### src/rtl/load_store_unit_if.sv
// load_store_unit_if: request/response and byte-memory signals of the load/store unit
interface load_store_unit_if #(parameter int ADDR_WIDTH = 32);
  logic                  req_valid;
  logic                  req_write;
  logic [1:0]            req_size;
  logic                  req_signed;
  logic [ADDR_WIDTH-1:0] req_addr;
  logic [31:0]           req_wdata;
  logic                  busy;
  logic                  resp_valid;
  logic [31:0]           resp_rdata;
  logic                  misalign;
  logic [ADDR_WIDTH-1:0] mem_addr;
  logic [7:0]            mem_wdata;
  logic [7:0]            mem_rdata;
  logic                  mem_read;
  logic                  mem_write;
  modport master (
    output req_valid, req_write, req_size, req_signed, req_addr, req_wdata, mem_rdata,
    input  busy, resp_valid, resp_rdata, misalign, mem_addr, mem_wdata, mem_read, mem_write
  );
  modport slave (
    input  req_valid, req_write, req_size, req_signed, req_addr, req_wdata, mem_rdata,
    output busy, resp_valid, resp_rdata, misalign, mem_addr, mem_wdata, mem_read, mem_write
  );
endinterface

### src/rtl/load_store_unit.sv
// load_store_unit: splits MIPS loads/stores into one-byte-per-cycle memory accesses
module load_store_unit #(
  parameter int ADDR_WIDTH = 32,
  parameter bit BIG_ENDIAN = 1
) (
  input logic clk,
  input logic reset,
  load_store_unit_if.slave bus
);
  localparam logic [1:0] IDLE = 2'd0, ACCESS = 2'd1, DONE = 2'd2;
  logic [1:0]            state, cnt, last, sz, nb1;
  logic                  wr, sgn, misalign_q, mem_read_q, mem_write_q, accept, bad;
  logic [31:0]           sreg, asm_q, asm_next, ext, rdata_q;
  logic [ADDR_WIDTH-1:0] addr_q;
  assign bus.busy       = state == ACCESS;
  assign bus.resp_valid = state == DONE;
  assign bus.resp_rdata = rdata_q;
  assign bus.misalign   = misalign_q;
  assign bus.mem_addr   = addr_q;
  assign bus.mem_wdata  = BIG_ENDIAN ? sreg[31:24] : sreg[7:0];
  assign bus.mem_read   = mem_read_q;
  assign bus.mem_write  = mem_write_q;
  // acceptance, alignment check, byte count and load assembly/extension
  always_comb begin
    accept   = bus.req_valid && (state == IDLE || state == DONE);
    bad      = bus.req_size == 2'b11 || (bus.req_size == 2'b01 && bus.req_addr[0]) ||
               (bus.req_size == 2'b10 && bus.req_addr[1:0] != 2'b00);
    nb1      = bus.req_size == 2'b00 ? 2'd0 : bus.req_size == 2'b01 ? 2'd1 : 2'd3;
    asm_next = BIG_ENDIAN ? {asm_q[23:0], bus.mem_rdata}
                          : asm_q | ({24'b0, bus.mem_rdata} << {cnt, 3'b000});
    ext      = sz == 2'b00 ? {{24{sgn & asm_next[7]}}, asm_next[7:0]} :
               sz == 2'b01 ? {{16{sgn & asm_next[15]}}, asm_next[15:0]} : asm_next;
  end
  // state machine; the store shift register presents the next byte on its top (BE) or bottom (LE)
  always_ff @(posedge clk) begin
    if (reset) begin
      state       <= IDLE;
      cnt         <= 2'd0;
      last        <= 2'd0;
      sz          <= 2'd0;
      wr          <= 1'b0;
      sgn         <= 1'b0;
      sreg        <= 32'd0;
      asm_q       <= 32'd0;
      rdata_q     <= 32'd0;
      misalign_q  <= 1'b0;
      addr_q      <= '0;
      mem_read_q  <= 1'b0;
      mem_write_q <= 1'b0;
    end else if (accept) begin
      wr          <= bus.req_write;
      sgn         <= bus.req_signed;
      sz          <= bus.req_size;
      last        <= nb1;
      cnt         <= 2'd0;
      asm_q       <= 32'd0;
      rdata_q     <= 32'd0;
      misalign_q  <= bad;
      state       <= bad ? DONE : ACCESS;
      addr_q      <= bad ? addr_q : bus.req_addr;
      mem_read_q  <= !bad && !bus.req_write;
      mem_write_q <= !bad && bus.req_write;
      sreg        <= BIG_ENDIAN ? bus.req_wdata << {~nb1, 3'b000} : bus.req_wdata;
    end else if (state == ACCESS) begin
      asm_q <= asm_next;
      cnt   <= cnt + 2'd1;
      sreg  <= BIG_ENDIAN ? sreg << 8 : sreg >> 8;
      if (cnt == last) begin
        state       <= DONE;
        mem_read_q  <= 1'b0;
        mem_write_q <= 1'b0;
        misalign_q  <= 1'b0;
        rdata_q     <= wr ? 32'd0 : ext;
      end else begin
        addr_q <= addr_q + 1'b1;
      end
    end else if (state == DONE) begin
      state      <= IDLE;
      misalign_q <= 1'b0;
      rdata_q    <= 32'd0;
    end
  end
endmodule
### src/flat_wrapper.sv
// flat-port wrapper written by rule: the top's interface ports become plain ports
module load_store_unit_flat 
#(
  parameter int ADDR_WIDTH = 32,
  parameter bit BIG_ENDIAN = 1
)
  (clk, reset, bus_req_valid, bus_req_write, bus_req_size, bus_req_signed, bus_req_addr, bus_req_wdata, bus_mem_rdata, bus_busy, bus_resp_valid, bus_resp_rdata, bus_misalign, bus_mem_addr, bus_mem_wdata, bus_mem_read, bus_mem_write);
  load_store_unit_if #(.ADDR_WIDTH(ADDR_WIDTH)) bus_i ();
  input logic clk;
  input logic reset;
  input wire logic [$bits(bus_i.req_valid)-1:0] bus_req_valid;
  input wire logic [$bits(bus_i.req_write)-1:0] bus_req_write;
  input wire logic [$bits(bus_i.req_size)-1:0] bus_req_size;
  input wire logic [$bits(bus_i.req_signed)-1:0] bus_req_signed;
  input wire logic [$bits(bus_i.req_addr)-1:0] bus_req_addr;
  input wire logic [$bits(bus_i.req_wdata)-1:0] bus_req_wdata;
  input wire logic [$bits(bus_i.mem_rdata)-1:0] bus_mem_rdata;
  output wire logic [$bits(bus_i.busy)-1:0] bus_busy;
  output wire logic [$bits(bus_i.resp_valid)-1:0] bus_resp_valid;
  output wire logic [$bits(bus_i.resp_rdata)-1:0] bus_resp_rdata;
  output wire logic [$bits(bus_i.misalign)-1:0] bus_misalign;
  output wire logic [$bits(bus_i.mem_addr)-1:0] bus_mem_addr;
  output wire logic [$bits(bus_i.mem_wdata)-1:0] bus_mem_wdata;
  output wire logic [$bits(bus_i.mem_read)-1:0] bus_mem_read;
  output wire logic [$bits(bus_i.mem_write)-1:0] bus_mem_write;
  assign bus_i.req_valid = bus_req_valid;
  assign bus_i.req_write = bus_req_write;
  assign bus_i.req_size = bus_req_size;
  assign bus_i.req_signed = bus_req_signed;
  assign bus_i.req_addr = bus_req_addr;
  assign bus_i.req_wdata = bus_req_wdata;
  assign bus_i.mem_rdata = bus_mem_rdata;
  assign bus_busy = bus_i.busy;
  assign bus_resp_valid = bus_i.resp_valid;
  assign bus_resp_rdata = bus_i.resp_rdata;
  assign bus_misalign = bus_i.misalign;
  assign bus_mem_addr = bus_i.mem_addr;
  assign bus_mem_wdata = bus_i.mem_wdata;
  assign bus_mem_read = bus_i.mem_read;
  assign bus_mem_write = bus_i.mem_write;
  load_store_unit #(.ADDR_WIDTH(ADDR_WIDTH), .BIG_ENDIAN(BIG_ENDIAN)) u_core (.clk(clk), .reset(reset), .bus(bus_i));
endmodule
### config.mk
export PLATFORM = sky130hd
export DESIGN_NAME = load_store_unit_flat
export DESIGN_NICKNAME = d
export VERILOG_FILES = /design/src/rtl/load_store_unit_if.sv /design/src/rtl/load_store_unit.sv /design/src/flat_wrapper.sv
export SDC_FILE = /design/constraint.sdc
export NUM_CORES = 1
export LEC_CHECK = 0
export BUFFER_PORTS_ARGS = -buffer_cell sky130_fd_sc_hd__buf_2
export CORE_MARGIN = 8
export CORE_UTILIZATION = 40
export DETAILED_ROUTE_END_ITERATION = 6
export MAX_ROUTING_LAYER = met4
export PLACE_DENSITY_LB_ADDON = 0.3
export RECOVER_POWER = 25
export SLEW_MARGIN = 20
export SYNTH_ARGS = -nofsm -noshare
export SYNTH_HDL_FRONTEND = slang
export SYNTH_SLANG_ARGS = --single-unit
### constraint.sdc
create_clock -name clk -period 2.39 [get_ports clk]
set_input_delay 0 -clock clk [delete_from_list [all_inputs] [get_ports clk]]
set_output_delay 0 -clock clk [all_outputs]
set_load 0.02 [all_outputs]
# Word level (Yosys, flattened, before mapping)
# Cells that the tools add are included.
[classes] n_addsub=2 n_eq_ne=11 n_shift=1 mux=26 n_reduce_logical=23 bitwise=3
[ops] operator="32-bit 2-to-1 mux" count=12
[ops] operator="32-bit by 1-bit adder with 32-bit output, second input constant" count=1
[ops] operator="32-bit by 5-bit << shifter with 32-bit output" count=1
[ops] operator="2-bit 2-to-1 mux" count=7
[ops] operator="2-bit nonzero test" count=4
[ops] operator="1-bit 2-to-1 mux" count=7
[ops] operator="2-bit by 1-bit == test with 1-bit output, second input constant" count=3
[ops] operator="2-bit == test, second input constant" count=3
[ops] operator="2-bit zero test" count=3
[ops] operator="2-bit AND reduction" count=3
[ops] operator="1-bit logical AND" count=5
[ops] operator="2-bit by 1-bit != test with 1-bit output, second input constant" count=2
[ops] operator="1-bit logical OR" count=3
[ops] operator="3-bit by 1-bit != test with 1-bit output, second input constant" count=1
[ops] operator="3-bit AND reduction" count=1
[ops] operator="3-bit nonzero test" count=1
[ops] operator="2-bit by 1-bit adder with 2-bit output, second input constant" count=1
[ops] operator="1-bit AND" count=2
[ops] operator="2-bit == test" count=1
[ops] operator="1-bit zero test" count=2
[ops] operator="2-bit != test, second input constant" count=1
[ops] operator="2-bit inverter" count=1
[ops] operator="2-bit OR reduction" count=1
[totals] regBits=133

# Longest topological paths before layout
# Gate-level depths: netlist (run 1).
[depth] word_depth=7 depth_mapped=8 depth_no_buf=6

# Least setup slack after synthesis (run 1)
# OpenSTA, ideal clock, no wires.
[synth_path] path_type="register to register" startpoint="register u_core.addr_q[0] (netlist: u_core.bus.mem_addr[0])" endpoint="register u_core.addr_q[22] (netlist: u_core.bus.mem_addr[22])" path_buffers=1 t_arrival_ps=1902 period_less_slack_ps=1994 path_stages_with_launch=8 slack_ps=396 path_cell_list="dfxtp_1 > ha_1 > and3_1 > buf_4 > nand4_4 > or3_1 > o31a_1 > o32ai_1"
[synth_via] elab_chain_cells=4
[synth_lines] item="from (decl)" line_no="load_store_unit.sv:14" source="logic [ADDR_WIDTH-1:0] addr_q;"
[synth_lines] item="from (signal assigned)" line_no="load_store_unit.sv:60" source="addr_q <= bad ? addr_q : bus.req_addr;"
[synth_lines] item="from (signal assigned)" line_no="load_store_unit.sv:75" source="addr_q <= addr_q + 1'b1;"
[synth_lines] item="32-bit by 1-bit adder with 32-bit output" line_no="load_store_unit.sv:75"
[synth_lines] item="32-bit 2-to-1 mux" line_no="load_store_unit.sv:68" source="if (cnt == last) begin"
[synth_lines] item="32-bit 2-to-1 mux" line_no="load_store_unit.sv:64" source="end else if (state == ACCESS) begin"
[synth_lines] item="32-bit 2-to-1 mux" line_no="load_store_unit.sv:50" source="end else if (accept) begin"
# Every way passes these cells. The select of a mux whose other input is x is not followed.
# A chain may end at the register's enable or synchronous reset.

# Worst setup path in the final report (run 1)
[layout_path] startpoint="register u_core.addr_q[0] (netlist: u_core.bus.mem_addr[0])" endpoint="register u_core.addr_q[26] (netlist: u_core.bus.mem_addr[26])"
# Same word-level chain as after synthesis.

==> impl_metrics.toml, run 1 <==
[sta]
slew_violations = 0
setup_viol = 0
tns_ns = 0
max_slew_margin_pct = 30.04
rsz0062_at_grt = "false"
fin_skew_ns = 0.01561
fin_crit_sh_pct = 89.60
worstMarginPinSlew_ns = 1.048
hold_violations = 0
clock.fmax_mhz = 467.0
fin_crit_ns = 2.141

[cts]
clk-insertion-delay-late_ns = 0.43
postCtsSetupBuffers = 0
cts_inserted_buffers = 17
ctsHoldBuffers = 73
cts_resized = 0
tritoncts = "yes"
cts-root-buf = "clkbuf_16"
clockBufferDepth = 2
cts_max_level = 4
cts_sinks = 133
clk_pin_slew_ns = 0.06

[global_route]
grt_pass1_vias = 6285
grt_usage_pct = 20.34
grt_remaining_overflow = 0
grt_pass1_wl_um = 32130
antenna_found_initial = 2
grt_max_degree = 60

[synth]
syn-cell-area_um2 = 6186
synth_edf_count = 0
synth_simple_gate_area_share_pct = 22.49
synth_xor_area_share_pct = 0.5663
synth_top_family_by_area = "compound AO/OA/AOI/OAI gates"
synth_fp_nets = 871
ys_types = 63
avgSynthCellArea_um2 = 7.820
synth-compound-area-share_pct = 26.31
synthCells = 791
synth_fa_ha_area_share_pct = 0.2023
synth_mux_area_share_pct = 1.780
synth_seq_area_share_pct = 43.04
ys_ff_latch = 133
async_reset_ff_share_pct = 0
ys_warn_count = 0
synth_ff_type = "dfxtp_1"

[finish]
stdcell_count = 1194
syn_to_final_growth_pct = 34.65
layout_commonest_cell = "nand2_1"
nets = 1070
final_cell_mix = "nand2_1, dfxtp_1, a21oi_1"
fin_area_um2 = 8329
final_core_util_pct = 54.99
drive_above_1_share_pct = 17.55

[routing]
first_iter_violations = 533
wl_um = 19920
drcViolationCount = 0
drtAntennaViolNets = 0
vias = 6625
drtPass1Iterations = 6
vias_per_cell = 5.549
wl_per_cell_um = 16.68

[worst_setup_path]
crit_start = "u_core.bus.mem_addr[0]"
start_kind = "flip-flop"
r2r_slack_ns = 0.25
critPathKind = "flip-flop to flip-flop"
worstPathRequired_ns = 2.68
crit_path_max_fanout = 8
crit_chain = "ha_1 -> and3_1 -> nand4_4 -> nor4_1 -> mux2i_1 -> a31oi_1"
timing.rr.end = "u_core.bus.mem_addr[26]"
cpMaxStageDelayCell = "nor4_1"
crit_path_max_incr_delay_ns = 0.47
end_kind = "flip-flop"
cp.arrival_ns = 2.44
worstReg2RegStart = "u_core.bus.mem_addr[0]"
reg2reg_depth = 6
crit_end = "u_core.bus.mem_addr[26]"

[floorplanning]
initial_core_util_pct = 40.84
num_rows = 45
die_x_um = 140.4
core_area_um2 = 15150
pin_count = 156
fp.dieH_um = 140.4
die_area_um2 = 19700

[pwr]
sequentialPowerShare_pct = 41.5
power_mw = 5.796
p_leak_nw = 3.072
switching_share_pct = 29.10
powerDensity_nw_per_um2 = 695.8
power_switching_mw = 1.686
comb_power_share_pct = 15.1
cell_internal_pwr_mw = 4.109
p_clk_share_pct = 43.5
ir_drop_uv = 510.1

[run]
drv_cap = 0

[placed_design]
portBuffers = 155
place_hpwl_um = 12890
gp_congestion = 0.9294
dpl_cell_area_um2 = 7089
dpl.cell_count = 1086

[min_path]
hold_path.class = "input port to flip-flop"

[status]
status = "finished, final reports clean"
## through the flow
| stage | setup slack [ns] | hold WS [ns] |
|---|---|---|
| 2_1_floorplan | 0.3961 | 0.1360 |
| 3_3_place_gp | 0.4188 | 0.2645 |
| 3_5_place_dp | 0.3327 | 0.2525 |
| 4_1_cts | 0.3038 | 0.03103 |
| 5_1_grt | 0.1309 | 0.05801 |
| 6_report | 0.2486 | 0.05597 |
## power by group through the flow
stage                     combinational (mW)  sequential (mW)  clock [mW]
after floorplan                        0.470             2.47           0
after global placement                 0.782             2.45           0
after detailed placement               0.784             2.45           0
after CTS                              0.876             2.40        2.56
after global routing                   0.955             2.42        2.66
final                                  0.872             2.40        2.52
## synthesized netlist by cell type, types with 7 or more instances
master / count / share of area, %
nand2_1: 168 / 10
dfxtp_1: 133 / 43
a21oi_1: 111 / 9.0
nor2_1: 53 / 3.2
a22oi_1: 33 / 4.0
clkbuf_1: 33 / 2.0
o21ai_0: 28 / 2.3
nand3_1: 21 / 1.7
o21ai_1: 19 / 1.5
nand4_1: 14 / 1.4
buf_2: 13 / 1.1
buf_1: 11 / 0.67
buf_4: 11 / 1.3
mux2i_1: 11 / 1.8
a31oi_1: 10 / 1.0
a311oi_1: 9 / 1.3
and3_1: 8 / 0.81
nor3_1: 8 / 0.65
a211oi_1: 7 / 0.85
and2_1: 7 / 0.71
## worst max-delay path, delay by kind of cell (launching register included)
kind,cells,cell delay (ns)
multiplexers,1,0.25
flip-flops,1,0.45
AND/OR/NAND/NOR,3,1.00
adder cells (fa/ha/maj),1,0.23
AO/OA/AOI/OAI,1,0.09
## area by class of cell
type	instances	area (um^2)
fillers	1452	6817
multi-input cells	583	3198
flip-flops and latches	133	2663
repair buffers	249	1637
clock buffers	18	429.2
well taps	188	235.2
clock inverters	14	137.6
inverters	6	22.52
diodes	3	7.507
## metal layers
metal	track usage [%]	routed length [um]	vias to the layer above	part of all wire (%)
met4	9.086	454	0	2.3
li1	-	-	3251	-
met2	31.33	9387	243	47
met5	-	0	-	0
met1	25.11	8838	3092	44
met3	4.485	1235	39	6.2
## flip-flops by register name, summed over array words and instances, names as in the netlist
register / cells
u_core.last: 2
u_core.bus.mem_read: 1
u_core.bus.mem_addr: 32
u_core.sgn: 1
u_core.sz: 2
u_core.asm_q: 24
u_core.bus.resp_rdata: 32
u_core.bus.misalign: 1
u_core.cnt: 2
u_core.bus.mem_write: 1
u_core.state: 2
u_core.wr: 1
u_core.sreg: 32
## kinds of logic (layout without fill, tap and decap cells)
logic type / count (synthesis) / count (layout)
buf+inv: 75 / 287
flops: 133 / 133
simple gates: 305 / 305
fa+ha+maj: 1 / 1
compound gates: 262 / 262
xor+xnor: 4 / 4
mux: 11 / 11
other cells: 0 / 3
## worst min path at each step
stage | start | to | slack [ns] | depth (start not counted)
after floorplan | bus_mem_rdata[0] | u_core.asm_q[0] | 0.14 | 2
after global placement | bus_mem_rdata[3] | u_core.asm_q[3] | 0.26 | 3
after detailed placement | bus_req_signed | u_core.sgn | 0.25 | 3
after CTS | bus_req_addr[20] | u_core.bus.mem_addr[20] | 0.03 | 3
after global routing | bus_req_addr[23] | u_core.bus.mem_addr[23] | 0.06 | 4
final | bus_req_addr[20] | u_core.bus.mem_addr[20] | 0.06 | 3
Power figures use the tool's default switching activity.
==> run 2, diff against run 1 <==
--- a/config.mk
+++ b/config.mk
@@ -6,7 +6,6 @@
 export NUM_CORES = 1
 export LEC_CHECK = 0
 export BUFFER_PORTS_ARGS = -buffer_cell sky130_fd_sc_hd__buf_2
-export CORE_MARGIN = 8
 export CORE_UTILIZATION = 40
 export DETAILED_ROUTE_END_ITERATION = 6
 export MAX_ROUTING_LAYER = met4
==> constraint.sdc (replaced) <==
create_clock -name clk -period 2.39 [get_ports clk]
set_input_delay 0.3585 -clock clk [delete_from_list [all_inputs] [get_ports clk]]
set_output_delay 0.3585 -clock clk [all_outputs]
set_load 0.02 [all_outputs]
==> impl_metrics.toml, run 2 (synthesis results as in run 1) <==
[status]
status = "finished, final reports clean"

[placed_design]
gp_congestion = 0.9277
portBuffers = 155
place_hpwl_um = 12050
pre_cts_ws_ns = 0.2651
dpl_cell_area_um2 = 7122

[pwr]
ir_drop_uv = 538.6
p_leak_nw = 2.815
powerDensity_nw_per_um2 = 755.6

[worst_setup_path]
crit_path_max_incr_delay_ns = 0.49
cp.arrival_ns = 2.45
r2r_slack_ns = 0.25
end_kind = "flip-flop"
worstPathRequired_ns = 2.70
critPathKind = "flip-flop to flip-flop"
start_kind = "flip-flop"
crit_chain = "ha_1 -> and3_1 -> nand4_1 -> nor4_1 -> o21ai_0 -> o2bb2ai_1"
cpMaxStageDelayCell = "nor4_1"
critPathTopFamily = "simple AND/OR/NAND/NOR gates"
crit_path_max_fanout = 7
cp_num_buf_inv = 0

[cts]
clk-insertion-delay-late_ns = 0.43
cts_max_level = 4
clk_pin_slew_ns = 0.06
clockBufferDepth = 2
cts_sinks = 133
cts_inserted_buffers = 17
postCtsSetupBuffers = 0
cts_resized = 0
cts-root-buf = "clkbuf_16"
ctsHoldBuffers = 0
tritoncts = "yes"

[sta]
rsz0062_at_grt = "false"
setup_viol = 0
slew_violations = 0
max_slew_margin_pct = 51.00
clock.fmax_mhz = 467.7
fin_skew_ns = 0.008544
fin_crit_sh_pct = 89.47
hold_violations = 0
worstMarginPinSlew_ns = 0.7323
fin_crit_ns = 2.138
tns_ns = 0
final.setup.worst_slack_ns = 0.2517

[routing]
drcViolationCount = 0
vias_per_cell = 5.627
wl_per_cell_um = 15.98
vias = 6314
drtAntennaViolNets = 0
wl_um = 17930
drtPass1Iterations = 7
first_iter_violations = 517

[min_path]
hold_path.class = "input port to flip-flop"

[finish]
seqCellArea_um2 = 2663
fillerInstances = 1513
layout_commonest_cell = "nand2_1"
final_cell_mix = "nand2_1, dfxtp_1, a21oi_1"
drive_above_1_share_pct = 19.29
multiInputGateArea_um2 = 3196
fin_area_um2 = 7645
syn_to_final_growth_pct = 23.58
nets = 1000

[run]
drv_cap = 0

[global_route]
grt_usage_pct = 23.63
antenna_found_initial = 1
grt_pass1_wl_um = 29060
grt_remaining_overflow = 0
grt_pass1_vias = 5691
grt_max_degree = 63

[floorplanning]
fp.dieH_um = 126.4
core_area_um2 = 15150
initial_core_util_pct = 40.84
pin_count = 156
die_area_um2 = 15970
num_rows = 45
die_x_um = 126.4
-- run 2: worst reg2reg max path, stage by stage (launching register included) --
cell	delay, ns
dfxtp_1	0.44
ha_1	0.22
and3_1	0.33
nand4_1	0.27
nor4_1	0.49
o21ai_0	0.13
o2bb2ai_1	0.15
-- run 2: routing by layer --
layer,vias up,GRT usage (%),wire [um]
met2,231,36.07,8177
met5,-,-,0
li1,3096,-,-
met3,38,5.061,1044
met1,2949,30.06,8230
met4,0,10.42,480
-- run 2: worst paths after layout --
| check | start | endpoint | depth (start not counted) |
|---|---|---|---|
| hold / removal | bus_req_signed | u_core.sgn | 3 |
| setup reg to reg | u_core.bus.mem_addr[0] | u_core.bus.mem_addr[28] | 6 |
| hold reg to reg | u_core.bus.resp_rdata[30] | u_core.bus.resp_rdata[30] | 2 |
| setup / recovery | u_core.bus.mem_addr[0] | u_core.bus.mem_addr[28] | 6 |
-- run 2: layout make-up --
type                    count  share of cell area, %
flip-flops and latches    133                  34.83
diodes                      1                0.03273
inverters                   6                 0.2946
multi-input cells         583                  41.80
clock inverters            15                  2.079
repair buffers            179                  12.32
well taps                 188                  3.077
clock buffers              17                  5.565
-- run 2: through the flow --
stage / util, % / instances / hold WS, ns / total power, mW
2_1_floorplan: - / 791 / 0.4365 / 2.944
3_3_place_gp: 47.02 / 1089 / 0.4355 / 3.236
3_5_place_dp: 47.02 / 1089 / 0.4413 / 3.237
4_1_cts: 50.88 / 1121 / 0.1738 / 5.835
5_1_grt: 50.48 / 1122 / 0.1806 / 6.019
6_report: 50.48 / 1122 / 0.1926 / 5.777
-- run 2: power by group --
part           internal, mW  total [mW]  switching (mW)  leakage, nW
sequential             2.31        2.40          0.0919         1.08
combinational         0.276       0.781           0.505         1.45
clock                  1.48        2.59            1.12        0.286
==> run 3, diff against run 2 <==
--- a/config.mk
+++ b/config.mk
@@ -5,6 +5,7 @@
 export SDC_FILE = /design/constraint.sdc
 export NUM_CORES = 1
 export LEC_CHECK = 0
+export ABC_AREA = 1
 export BUFFER_PORTS_ARGS = -buffer_cell sky130_fd_sc_hd__buf_2
 export CORE_UTILIZATION = 40
 export DETAILED_ROUTE_END_ITERATION = 6
==> impl_metrics.toml, run 3 <==
[worst_setup_path]
critPathKind = "flip-flop to output port"
start_kind = "flip-flop"
end_kind = "output port"
crit_path_max_incr_delay_ns = 0.49
cp.arrival_ns = 1.83
crit_chain = "nand2_4 -> inv_2 -> buf_4 -> buf_2"
crit_path_max_fanout = 34
cpMaxStageDelayCell = "dfxtp_1"
worstPathRequired_ns = 2.03

[synth]
synthTopCellsByArea = "dfxtp_1, nand2_1, a21oi_1, nor2_1, o21ai_0"
yosysTopAreaCell = "dfxtp_1"
syn-cell-area_um2 = 6365
synth_seq_area_share_pct = 41.83
avgSynthCellArea_um2 = 6.658
synthCells = 956
ys_types = 32
synth_common_cells = "nand2_1, dfxtp_1, nor2_1, a21oi_1, o21ai_0"
synth_edf_count = 0
synth_top_area_share_pct = 41.83
synth_ff_type = "dfxtp_1"
ys_warn_count = 0
async_reset_ff_share_pct = 0
yosysMostFrequentCell = "nand2_1"
synth_fp_nets = 1036
ys_ff_latch = 133

[pwr]
powerDensity_nw_per_um2 = 763.5
ir_drop_uv = 540.8
power_mw = 5.961
p_leak_nw = 2.965

[sta]
setup_viol = 0
rsz0062_at_grt = "false"
max_slew_margin_pct = 61.31
worstMarginPinSlew_ns = 0.5803
hold_violations = 0
slew_violations = 0
fin_crit_ns = 2.188
tns_ns = 0
clock.fmax_mhz = 457.0
fin_skew_ns = 0.006801
fin_crit_sh_pct = 91.56

[cts]
tritoncts = "yes"
cts_inserted_buffers = 17
cts-root-buf = "clkbuf_16"
clk_pin_slew_ns = 0.06
cts_max_level = 4
clockBufferDepth = 2
cts_sinks = 133
clk-insertion-delay-late_ns = 0.42

[run]
drv_cap = 0

[finish]
nets = 1168
layout_commonest_cell = "nand2_1"
syn_to_final_growth_pct = 22.67
antennaDiodeCount = 0
drive_above_1_share_pct = 15.62
final_cell_mix = "nand2_1, dfxtp_1, nor2_1"
fillerInstances = 1630

[placed_design]
gp_congestion = 0.9350
portBuffers = 155
place_hpwl_um = 12280

[routing]
vias_per_cell = 5.118
drcViolationCount = 0
wl_per_cell_um = 13.73
drtPass1Iterations = 5
drtAntennaViolNets = 0
wl_um = 18010
first_iter_violations = 515
vias = 6715

[global_route]
grt_max_degree = 60
grt_pass1_vias = 5899
grt_usage_pct = 23.20
antenna_found_initial = 0
grt_remaining_overflow = 0
grt_pass1_wl_um = 29390

[floorplanning]
num_rows = 45
pin_count = 156
fp.dieH_um = 128.1
initial_core_util_pct = 41.41
die_x_um = 128.1
core_area_um2 = 15370
die_area_um2 = 16420

[status]
status = "finished, final reports clean"

[min_path]
hold_path.class = "input port to flip-flop"
==> run 3: cell types whose count changed in the layout (fill, tap and decap cells not counted), moves of 11 or more <==
cell	previous run	this run
mux2i_1	11	0
nand3_1	21	46
nand2_1	167	302
o21ai_0	28	61
inv_1	5	51
a22oi_1	33	4
nor2_1	53	117
a21oi_1	111	91
==> run 3: through the flow <==
stage | hold WS, ns | area [um^2] | setup WS [ns] | util (%) | std cells
6_report | 0.1722 | 7807 | 0.2017 | 50.79 | 1312
5_1_grt | 0.1862 | 7807 | 0.06820 | 50.79 | 1312
4_1_cts | 0.1584 | 7869 | 0.07101 | 51.19 | 1312
3_5_place_dp | 0.4495 | 7274 | 0.4596 | 47.33 | 1280
3_3_place_gp | 0.4471 | 7274 | 0.4818 | 47.33 | 1280
2_1_floorplan | 0.4369 | 6365 | 0.6856 | - | 956
==> run 3: final timing paths <==
path,to,slack (ns),cells past startpoint,from
worst max-delay path,bus_busy,0.20,4,u_core.state[0]
worst min-delay path,u_core.sgn,0.17,3,bus_req_signed
worst max register to register,u_core.bus.mem_addr[30],0.40,10,u_core.bus.mem_addr[0]
worst min register to register,u_core.sreg[1],0.46,2,u_core.sreg[1]
==> run 3: critical path: cells and delay by family (launching register included) <==
kind	cells	cell delay (ns)
AND/OR/NAND/NOR	1	0.22
buffers and inverters	3	0.70
flip-flops	1	0.49
==> run 3: cell type report <==
class                   count  area, um^2  share of cell area, %
inverters                  57       214.0                  2.740
multi-input cells         707        3211                  41.12
clock buffers              21       470.5                  6.026
flip-flops and latches    133        2663                  34.10
clock inverters            11       123.9                  1.587
repair buffers            172       862.1                  11.04
well taps                 211       264.0                  3.381
==> run 3: cell families (layout without fill, tap and decap cells) <==
family	count (synthesis)	after routing	share of synthesized area, %
simple gates	489	489	30.86
buf+inv	116	261	7.843
flops	133	133	41.83
fa+ha+maj	1	1	0.1965
xor+xnor	7	7	0.9633
compound gates	210	210	18.30
==> run 3: what timing repair did <==
action                     4_1_cts  5_1_grt
hold endpoints to repair         0        0
gates resized for setup          0        1
setup endpoints to repair        0        1
setup buffers                    0        0
hold buffers                     0        0
==> run 3: routing by layer <==
layer  routed length, um  global-route usage, %
met1                8631                  31.54
met2                8109                  34.75
met3                 982                  4.007
met4                 287                  7.751
met5                   0                      -
==> run 3: report_power, final <==
group / switching [mW] / total [mW] / internal [mW]
logic: 0.585 / 0.876 / 0.291
registers: 0.117 / 2.46 / 2.34
clock network: 1.00 / 2.62 / 1.62
